`config.mk`:
```
export PLATFORM = sky130hd
export DESIGN_NAME = parallel2seq
export DESIGN_NICKNAME = d
export VERILOG_FILES = /design/src/rtl/parallel2seq.sv
export SDC_FILE = /design/constraint.sdc
export NUM_CORES = 1
export LEC_CHECK = 0
export ABC_AREA = 1
export CAP_MARGIN = 20
export CORE_ASPECT_RATIO = 0.9
export CORE_MARGIN = 1.5
export CORE_UTILIZATION = 54
export DETAILED_ROUTE_END_ITERATION = 6
export GPL_ROUTABILITY_DRIVEN = 1
export PLACE_DENSITY = 0.75
export SLEW_MARGIN = 5
export SYNTH_ARGS = -nofsm -noshare
export SYNTH_HDL_FRONTEND = slang
export SYNTH_SLANG_ARGS = --single-unit
```
`constraint.sdc`:
```
create_clock -name clk -period 3 [get_ports clk]
set_clock_uncertainty 0.2 [all_clocks]
set_input_delay 0.3 -clock clk [delete_from_list [all_inputs] [get_ports clk]]
set_output_delay 0.3 -clock clk [all_outputs]
set_load 0.02 [all_outputs]
```
`src/rtl/parallel2seq.sv`:
```
// Serializer: splits one IN_WIDTH word into NUM OUT_WIDTH beats, least-significant slice first.
// A one-word holding buffer lets the next word reload the shifter on the last beat without a bubble.
`ifndef DATA_WIDTH
`define DATA_WIDTH 8
`endif
`ifndef IF_WIDTH
`define IF_WIDTH 1
`endif
`ifndef KERNEL_WIDTH
`define KERNEL_WIDTH 4
`endif

module parallel2seq #(
    parameter int IN_WIDTH  = `DATA_WIDTH * `IF_WIDTH * `KERNEL_WIDTH,
    parameter int OUT_WIDTH = `DATA_WIDTH * `IF_WIDTH,
    parameter int NUM       = IN_WIDTH / OUT_WIDTH
) (
    input  logic                 clk,
    input  logic                 reset,
    input  logic [IN_WIDTH-1:0]  parallel_in,
    input  logic                 in_valid,
    output logic                 in_ready,
    output logic [OUT_WIDTH-1:0] out_serial,
    output logic                 out_valid,
    input  logic                 out_ready,
    output logic                 out_first,
    output logic                 out_last,
    output logic                 busy
);

    localparam int CW = (NUM > 1) ? $clog2(NUM) : 1;
    localparam logic [CW-1:0] LAST_N = CW'(NUM - 1);

    logic [IN_WIDTH-1:0] r_buf;
    logic                r_buf_full;
    logic [IN_WIDTH-1:0] r_sr;
    logic                r_active;
    logic [CW-1:0]       r_n;

    logic                w_accept;
    logic                w_take;
    logic                w_at_last;

    assign w_accept  = in_valid && !r_buf_full;
    assign w_take    = r_active && out_ready;
    assign w_at_last = (r_n == LAST_N);

    // Holding buffer, shifter, beat counter and their flags.
    always_ff @(posedge clk or posedge reset) begin
        if (reset) begin
            r_buf      <= '0;
            r_buf_full <= 1'b0;
            r_sr       <= '0;
            r_active   <= 1'b0;
            r_n        <= '0;
        end else begin
            // Accept and drain of the buffer are mutually exclusive: draining needs buf_full, accepting needs !buf_full.
            if (w_accept) begin
                r_buf      <= parallel_in;
                r_buf_full <= 1'b1;
            end else if ((w_take && w_at_last && r_buf_full) || (!r_active && r_buf_full)) begin
                r_buf_full <= 1'b0;
            end else begin
                r_buf_full <= r_buf_full;
            end

            if (w_take) begin
                if (!w_at_last) begin
                    r_sr <= r_sr >> OUT_WIDTH;
                    r_n  <= r_n + CW'(1);
                end else if (r_buf_full) begin
                    r_sr <= r_buf;
                    r_n  <= '0;
                end else begin
                    r_active <= 1'b0;
                    r_n      <= '0;
                end
            end else if (!r_active && r_buf_full) begin
                r_sr     <= r_buf;
                r_active <= 1'b1;
                r_n      <= '0;
            end else begin
                r_sr <= r_sr;
                r_n  <= r_n;
            end
        end
    end

    assign in_ready   = !r_buf_full;
    assign out_valid  = r_active;
    assign out_serial = r_sr[OUT_WIDTH-1:0];
    assign out_first  = r_active && (r_n == '0);
    assign out_last   = r_active && w_at_last;
    assign busy       = r_active || r_buf_full;

endmodule

```
== Word-level counts from Yosys, hierarchy flattened ==
Cells that the tools add are included.

* Add/sub/neg operators: 1
* Multiply operators: 0
* Div/mod/pow operators: 0
* $lt $le $gt $ge: 0
* Equality and inequality tests: 4
* Shift operators: 0
* Multiplexer cells: 13
* Bitwise gates (word level): 0
* Reduce and logical (&&, ||, !) cells: 16

{| class="wikitable"
|+ Operators with widths
! kind !! number
|-
| $mux W32 || 4
|-
| $logic_and A1 B1 Y1 || 7
|-
| $mux W1 || 6
|-
| $mux W2 || 3
|-
| $reduce_bool A2 Y1 || 2
|-
| $ne A3 B3 Y1 const B || 1
|-
| $reduce_and A3 Y1 || 1
|-
| $add A2 B1 Y2 const B || 1
|-
| $eq A2 B2 Y1 const B || 1
|-
| $logic_not A1 Y1 || 2
|-
| $logic_not A2 Y1 || 1
|-
| $logic_or A1 B1 Y1 || 2
|-
| $ne A2 B1 Y1 const B || 1
|-
| $ne A2 B2 Y1 const B || 1
|-
| $reduce_and A2 Y1 || 1
|}

* Bits in registers: 68
* Latch bits: 0
* Memory bits (writable): 0
* ROM bits: 0
* Bits of input ports: 36
* Output and inout port bits: 13
* Logic and storage cells: 39
* Memories kept: 0

== Longest topological paths before layout ==
Gate-level depths: netlist (run 1).

* Depth after elaboration: 6
* Mapped depth: 10
* Depth with buffers taken out: 8

== Worst setup path before layout (run 1) ==
No wires, ideal clock.

* Kind: register to register
* Start point: register r_n[0]
* End point: register r_sr[8]
* Arrival: 1.247 ns
* Data required time: 2.735 ns
* Setup slack: 1.488 ns
* Cell stages (with the launch flop): 11
* Path buffers: 2
* Period minus slack after synthesis: 1.512 ns
* Path through: dfrtp_1 -> ha_1 -> buf_2 -> inv_2 -> buf_2 -> nand2_1 -> nand2_1 -> nand2_1 -> nand2_1 -> nand2_1 -> nand2_1

* Cells in the longest elaborated chain, start to end: 3

{| class="wikitable"
|+ RTL lines
! element !! line !! RTL
|-
| start: declaration || 38 || <nowiki>logic [CW-1:0] r_n;</nowiki>
|-
| start signal: assignment || 70 || <nowiki>r_n <= r_n + CW'(1);</nowiki>
|-
| start signal: assignment || 84 || <nowiki>r_n <= r_n;</nowiki>
|-
| $eq A2 B2 Y1 * || 46 || <nowiki>assign w_at_last = (r_n == LAST_N);</nowiki>
|-
| $ne A3 B3 Y1 (no line) or $mux W32 (tied branches) || -- ||
|-
| $reduce_and A2 Y1 (no line) or $mux W32 (tied branches) || -- ||
|-
| end signal: assignment || 69 || <nowiki>r_sr <= r_sr >> OUT_WIDTH;</nowiki>
|-
| end signal: assignment || 72 || <nowiki>r_sr <= r_buf;</nowiki>
|-
| end signal: assignment || 79 || <nowiki>r_sr <= r_buf;</nowiki>
|-
| end: declaration || 36 || <nowiki>logic [IN_WIDTH-1:0] r_sr;</nowiki>
|}

Every way passes the cells marked *; elsewhere a longest branch is shown, timed or not.
A chain may end at the register's enable or synchronous reset.

== Final worst setup path (run 1) ==
* Start point: register r_n[0]
* End point: output out_last

* Cells in the longest elaborated chain, start to end: 2

{| class="wikitable"
|+ RTL lines
! element !! line !! RTL
|-
| $eq A2 B2 Y1 || 46 ||
|-
| $logic_and A1 B1 Y1 || 93 || <nowiki>assign out_last = r_active && w_at_last;</nowiki>
|-
| end: declaration || 27 || <nowiki>output logic out_last,</nowiki>
|}

Every way passes these cells.

==> results of run 1 <==
kinds of logic after synthesis:
kind of cell | after synthesis | synth area share
AND/OR/NAND/NOR | 336 | 0.388
flip-flops | 68 | 0.501
adder cells (fa/ha/maj) | 3 | 0.0111
AO/OA/AOI/OAI | 18 | 0.0265
buffers and inverters | 46 | 0.0733
cell usage in the layout, fill, tap and decap left out:
master           instances
nand2_2                  2
inv_1                    6
nand3_1                 35
dfrtp_1                 68
o21ai_0                 18
clkbuf_8                12
inv_2                    5
nand2_4                  1
bufinv_16                1
buf_8                    1
clkdlybuf4s50_1         48
nand2_1                298
buf_4                    4
clkinvlp_4               2
ha_1                     3
buf_12                   1
worst max-delay path, delay by kind of cell, from the launching register on:
family / cells / cell delay (ns)
simple gates: 1 / 0.09
fa+ha+maj: 1 / 0.33
buf+inv: 2 / 0.65
flops: 1 / 0.38
sequential cells by signal, summed over array words and instances, names as in the netlist:
| register | flops |
|---|---|
| out_valid | 1 |
| r_buf | 32 |
| r_buf_full | 1 |
| r_n | 2 |
| r_sr | 32 |
power by group:
part	internal [mW]	switching, mW	total [mW]
clock	0.448	0.350	0.797
sequential	1.35	0.294	1.64
combinational	0.588	0.938	1.53
cell type report:
cell class | instances | area (um2)
Clock buffer | 12 | 165
Sequential cell | 68 | 1700
Inverter | 11 | 41.3
Timing Repair Buffer | 54 | 546
Fill cell | 534 | 2050
Tap cell | 72 | 90.1
Multi-Input combinational cell | 357 | 1450
Clock inverter | 3 | 45.0
worst min path at each step:
stage,start,to,slack [ns],depth (start not counted)
after floorplan,r_buf[24]$_DFFE_PP0P_,r_buf[24]$_DFFE_PP0P_,0.24,2
after global placement,r_buf[28]$_DFFE_PP0P_,r_buf[28]$_DFFE_PP0P_,0.25,2
after detailed placement,r_buf[30]$_DFFE_PP0P_,r_buf[30]$_DFFE_PP0P_,0.25,2
after CTS,reset,r_buf[11]$_DFFE_PP0P_,0.13,2
after global routing,reset,r_sr[2]$_DFFE_PP0P_,0.17,2
final,reset,r_sr[2]$_DFFE_PP0P_,0.12,2
per-stage QoR:
stage	utilization	instance area [um2]	std cells
floorplan	-	3400	471
global placement	0.626	3810	561
detailed placement	0.626	3810	561
CTS	0.661	4020	576
global route	0.663	4030	577
finish	0.663	4030	577
routing by layer:
layer  vias up  share of wire  track usage
li1       1492              -            -
met1      1351           0.48        0.324
met2        70           0.46        0.395
met5         -              0            0
met3         9          0.051       0.0652
met4         0          0.011       0.0806
==> metrics.csv, run 1 <==
stage,metric,value,unit
status,status,"complete, no violations",
timing,finalCritPeriodShare,0.766,
cts,cts.clk_slew.worst_paths,0.08,ns
timing,timing.hold.ws,0.123,ns
drt,drc,0,
logic_synthesis,yosys_register_bits,68,
logic_synthesis,synthCells,471,
cts,cts_root_buffer,clkbuf_8,
timing,maxSlewHeadroom,0.528,
timing,finalSetupTns,0,ns
placed_design,hpwlAfterDp,4750,um
timing,hold_viol,0,
drt,num_vias,2922,
setup_path,crit_start,r_n[0]$_DFFE_PP0P_,
setup_path,crit_arrival,1.80,ns
global_route,grt_max_degree,44,
layout,diodes,0,
power,leakagePower,2.20,nW
drt,ant_nets,0,
layout,area_delta_synth_final,18.8,%
cts,cts_made_buffers,9,
drt,wl_per_cell,13.1,um
global_route,grt_pass1_vias,2787,
setup_path,path_cells,ha_1 > nand2_1 > inv_1 > clkdlybuf4s50_1,
logic_synthesis,synth_top_flop_cell,dfrtp_1,
min_path,hp-class,input port to asynchronous set/reset pin,
setup_path,worstPathMaxFanout,10,
setup_path,cp-end-kind,primary output,
floorplanning,pin_count,49,
job,cap_violations,0,
cts,cts_sinks,68,
setup_path,r2r_end,r_sr[11]$_DFFE_PP0P_,
logic_synthesis,synth_nets,510,
floorplanning,initial_core_util,0.558,
logic_synthesis,async_flop_share,1.00,
logic_synthesis,yosysTopAreaCell,dfrtp_1,
logic_synthesis,yosys-top-cells-area,"dfrtp_1 50%, nand2_1 33%, nand3_1 5.2%, o21ai_0 2.7%, buf_4 2.2%",
logic_synthesis,yosys.area.top_type_share,0.501,
drt,wl,7540,um
timing,worst_pin_slew,0.706,ns
floorplanning,die_w,86.6,um
setup_path,crit_type,register to primary output,
logic_synthesis,synth.top_cells.by_count,"298 x nand2_1, 68 x dfrtp_1, 35 x nand3_1",
cts,clk_latency,0.34,ns
setup_path,crit_path_end,out_last,
global_route,grt_use_total,0.246,
global_route,grt_overflow_total,0,
power,power,3.97,mW
cts,cts_hold_buf,0,
setup_path,critical_path.slowest_cell,clkdlybuf4s50_1,
timing,grt_setup_unrepaired,false,
logic_synthesis,yosysWarnings,0,
timing,fin_ws,0.703,ns
setup_path,reg2regPathDepth,6,
cts,cts_tree,built,
floorplanning,die_h,78.2,um
floorplanning,floorplan.die_area,6770,um2
floorplanning,row_count,27,
placed_design,portBuffers,48,
logic_synthesis,synthMostInstantiatedCell,nand2_1,
timing,layout_min_cycle_time,2.30,ns
global_route,grt_pass1_wl,13000,um
floorplanning,core,6080,um2
setup_path,worst_ep_required_time,2.50,ns
logic_synthesis,synth-edff-count,0,
logic_synthesis,yosysSeqAreaShare,0.501,
cts,clock_path_buffers,2,
drt,viasPerCell,5.06,
cts,postCtsSetupRepairBufs,0,
power,p_per_area,984,nW/um2
layout,fin_nets,540,
setup_path,start_kind,register,
drt,firstDrtPassIters,5,
timing,maxSlewViolCount,0,
drt,first_iter_violations,192,
setup_path,regToRegSetupSlack,0.95,ns
setup_path,r2r_start,out_valid$_DFFE_PP0P_,
timing,finalSetupViolCount,0,
global_route,antenna_found_initial,0,
cts,cts_resized,0,
logic_synthesis,syn-cell-area,3400,um2
cts,htreeDepth,3,
placed_design,pre_cts_ws,0.639,ns
placed_design,gp_congestion,0.779,
setup_path,cp_slowest_stage_delay,0.59,ns
logic_synthesis,synth_cell_types,13,
timing,max_clock_freq,435,MHz
power,peakVddDrop,0.000517,V
logic_synthesis,synth_area_per_cell,7.21,um2
layout,layout-drive-gt1-share,0.0574,
No activity file was read; power rests on OpenSTA's default activity.
==> inputs of run 2 (changes only) <==
==> constraint.sdc (replaced) <==
create_clock -name clk -period 2.2 [get_ports clk]
set_clock_uncertainty 0.2 [all_clocks]
set_input_delay 0.22 -clock clk [delete_from_list [all_inputs] [get_ports clk]]
set_output_delay 0.22 -clock clk [all_outputs]
set_load 0.02 [all_outputs]
==> run 2 against run 1 <==
Net effect: hold slack got worse by 0.082 ns; power up 38%; global-route usage increased by 0.82 points; utilization is 1.1 points higher; first-iteration DRC count shrank 11%; sequential share of layout area shrank 0.67 points; cell count rose by 1.2%; count of clock-buffer cells in the layout grew 2.
==> metrics.csv, run 2 (synthesized netlist as in run 1, its figures left out) <==
stage,metric,value,unit,change
setup_path,crit_type,register to primary output,,
timing,hold_viol,0,,unchanged
drt,viasPerCell,5.16,,+1.8%
setup_path,crit_arrival,1.73,ns,-0.07 ns
global_route,grt.busiest_layer,met2,,
placed_design,portBuffers,48,,unchanged
global_route,grtUsageMet2,0.391,,-0.00312
timing,layout_min_cycle_time,2.15,ns,
layout,diodes,0,,unchanged
drt,drc,0,,unchanged
layout,layout-drive-gt1-share,0.0684,,+0.0109
floorplanning,die_w,86.6,um,unchanged
setup_path,r2r_start,r_n[0]$_DFFE_PP0P_,,
layout,final_cell_mix,"298 x nand2_1, 68 x dfrtp_1, 47 x clkdlybuf4s50_1, 35 x nand3_1, 18 x o21ai_0",,
cts,cts_tree,built,,
global_route,grt_pass1_vias,2881,,+3.4%
global_route,antenna_found_initial,0,,unchanged
power,peakVddDrop,0.000926,V,+79%
drt,firstDrtPassIters,4,,-1
setup_path,start_kind,register,,
power,p_per_area,1340,nW/um2,+36%
layout,mostFrequentLayoutCell,nand2_1,,
drt,wl,7780,um,+3.2%
layout,reg_top3,"r_buf x32, r_sr x32, r_n x2",,
power,leakagePower,2.25,nW,+2.2%
cts,htreeDepth,3,,unchanged
min_path,hp-class,input port to asynchronous set/reset pin,,
global_route,met1_usage,0.354,,+0.0292
floorplanning,row_count,27,,unchanged
drt,wl_per_cell,13.3,um,+1.9%
setup_path,reg2regPathDepth,8,,+2
setup_path,worst_ep_required_time,1.78,ns,-0.72 ns
floorplanning,core,6080,um2,unchanged
global_route,grt_pass1_wl,13400,um,+3.5%
global_route,grt_max_degree,47,,+6.8%
power,internal_power,3.30,mW,+38%
cts,clock_path_buffers,2,,unchanged
power,seq_power_share,0.415,,about the same
setup_path,crit_start,r_n[0]$_DFFE_PP0P_,,
placed_design,pre_cts_ws,0.306,ns,-0.334 ns
drt,first_iter_violations,170,,-11%
timing,finalCritPeriodShare,0.975,,
cts,cts.clk_slew.worst_paths,0.07,ns,about the same
setup_path,cp-end-kind,primary output,,
timing,max_clock_freq,466,MHz,
timing,maxSlewHeadroom,0.688,,+0.160
setup_path,regToRegSetupSlack,0.36,ns,-0.59 ns
timing,finalSetupViolCount,0,,unchanged
layout,fin_cells,584,,+1.2%
job,cap_violations,0,,unchanged
floorplanning,floorplan.die_area,6770,um2,unchanged
setup_path,worstPathMaxFanout,10,,unchanged
global_route,grt_use_total,0.254,,+0.00820
timing,fin_ws,0.0544,ns,-0.649 ns
power,power,5.48,mW,+38%
cts,cts_root_buffer,clkbuf_8,,
placed_design,gp_congestion,0.774,,-0.76%
cts,cts_sinks,68,,unchanged
setup_path,crit_path_end,out_last,,
placed_design,hpwlAfterDp,5130,um,+8.0%
floorplanning,pin_count,49,,unchanged
global_route,grt_use_met3,0.0536,,-0.0116
drt,num_vias,3012,,+3.1%
status,status,"complete, no violations",,
placed_design,place_inst,569,,+1.4%
layout,fin_nets,547,,+1.3%
power,power_frac_comb,0.392,,+0.007
cts,cts_made_buffers,9,,unchanged
timing,worst_pin_slew,0.467,ns,-0.239 ns
cts,cts_hold_buf,0,,unchanged
floorplanning,die_h,78.2,um,unchanged
drt,ant_nets,0,,unchanged
power,p_switching,2.18,mW,+38%
timing,timing.hold.ws,0.0413,ns,-0.0821 ns
power,pwr-share-clk,0.194,,-0.007
setup_path,r2r_end,r_sr[0]$_DFFE_PP0P_,,
timing,maxSlewViolCount,0,,unchanged
floorplanning,initial_core_util,0.558,,unchanged
power,netSwitchingFraction,0.398,,about the same
cts,postCtsSetupRepairBufs,0,,unchanged
cts,clk_latency,0.33,ns,about the same
layout,area_delta_synth_final,20.7,%,
global_route,grt_overflow_total,0,,unchanged
## run 2: timing repair
item | in CTS | in global routing
hold endpoints to repair | 0 | 0
resized for setup | 1 | 2
gates cloned | 0 | 0
endpoints found under the setup margin | 1 | 2
## run 2: power groups by stage
stage                     logic [mW]  clock network (mW)  registers [mW]
after detailed placement        2.14                   0            2.26
final                           2.15                1.06            2.27
after CTS                       2.16                1.08            2.25
after global routing            2.47                1.13            2.34
after global placement          2.06                   0            2.26
after floorplan                 1.65                   0            2.14
## run 2: per-stage QoR
step / utilization / area [um2] / TNS (ns)
4_1_cts: 0.672 / 4090 / 0
3_5_place_dp: 0.638 / 3880 / 0
6_report: 0.674 / 4100 / 0
5_1_grt: 0.674 / 4100 / -0.0175
2_1_floorplan: - / 3400 / 0
3_3_place_gp: 0.638 / 3880 / 0
## run 2: worst min-delay path by stage
| stage | cells past startpoint | endpoint | slack (ns) | from |
|---|---|---|---|---|
| after CTS | 3 | r_sr[7]$_DFFE_PP0P_ | 0.04 | reset |
| after global routing | 3 | r_sr[7]$_DFFE_PP0P_ | 0.05 | reset |
| after detailed placement | 2 | r_buf[29]$_DFFE_PP0P_ | 0.25 | r_buf[29]$_DFFE_PP0P_ |
| after global placement | 2 | r_buf[28]$_DFFE_PP0P_ | 0.25 | r_buf[28]$_DFFE_PP0P_ |
| after floorplan | 2 | r_buf[24]$_DFFE_PP0P_ | 0.16 | parallel_in[24] |
| final | 3 | r_sr[7]$_DFFE_PP0P_ | 0.04 | reset |
## run 2: cell type report
class | count | area, um2
fillers | 550 | 1980
flip-flops and latches | 68 | 1700
multi-input cells | 357 | 1460
repair buffers | 61 | 606
clock buffers | 14 | 173
well taps | 72 | 90.1
inverters | 11 | 41.3
clock inverters | 1 | 30.0
## run 2: worst max-delay path, cell delays in order, from the launching register on
cell and delay, ns:
dfrtp_1 0.44, ha_4 0.22, nand2_1 0.07, inv_1 0.06, clkdlybuf4s50_1 0.60
## run 2: per-layer routing
| metal | vias up | wire length, um |
|---|---|---|
| li1 | 1510 | - |
| met2 | 83 | 3530 |
| met5 | - | 0 |
| met1 | 1411 | 3630 |
| met4 | 0 | 93 |
| met3 | 8 | 530 |
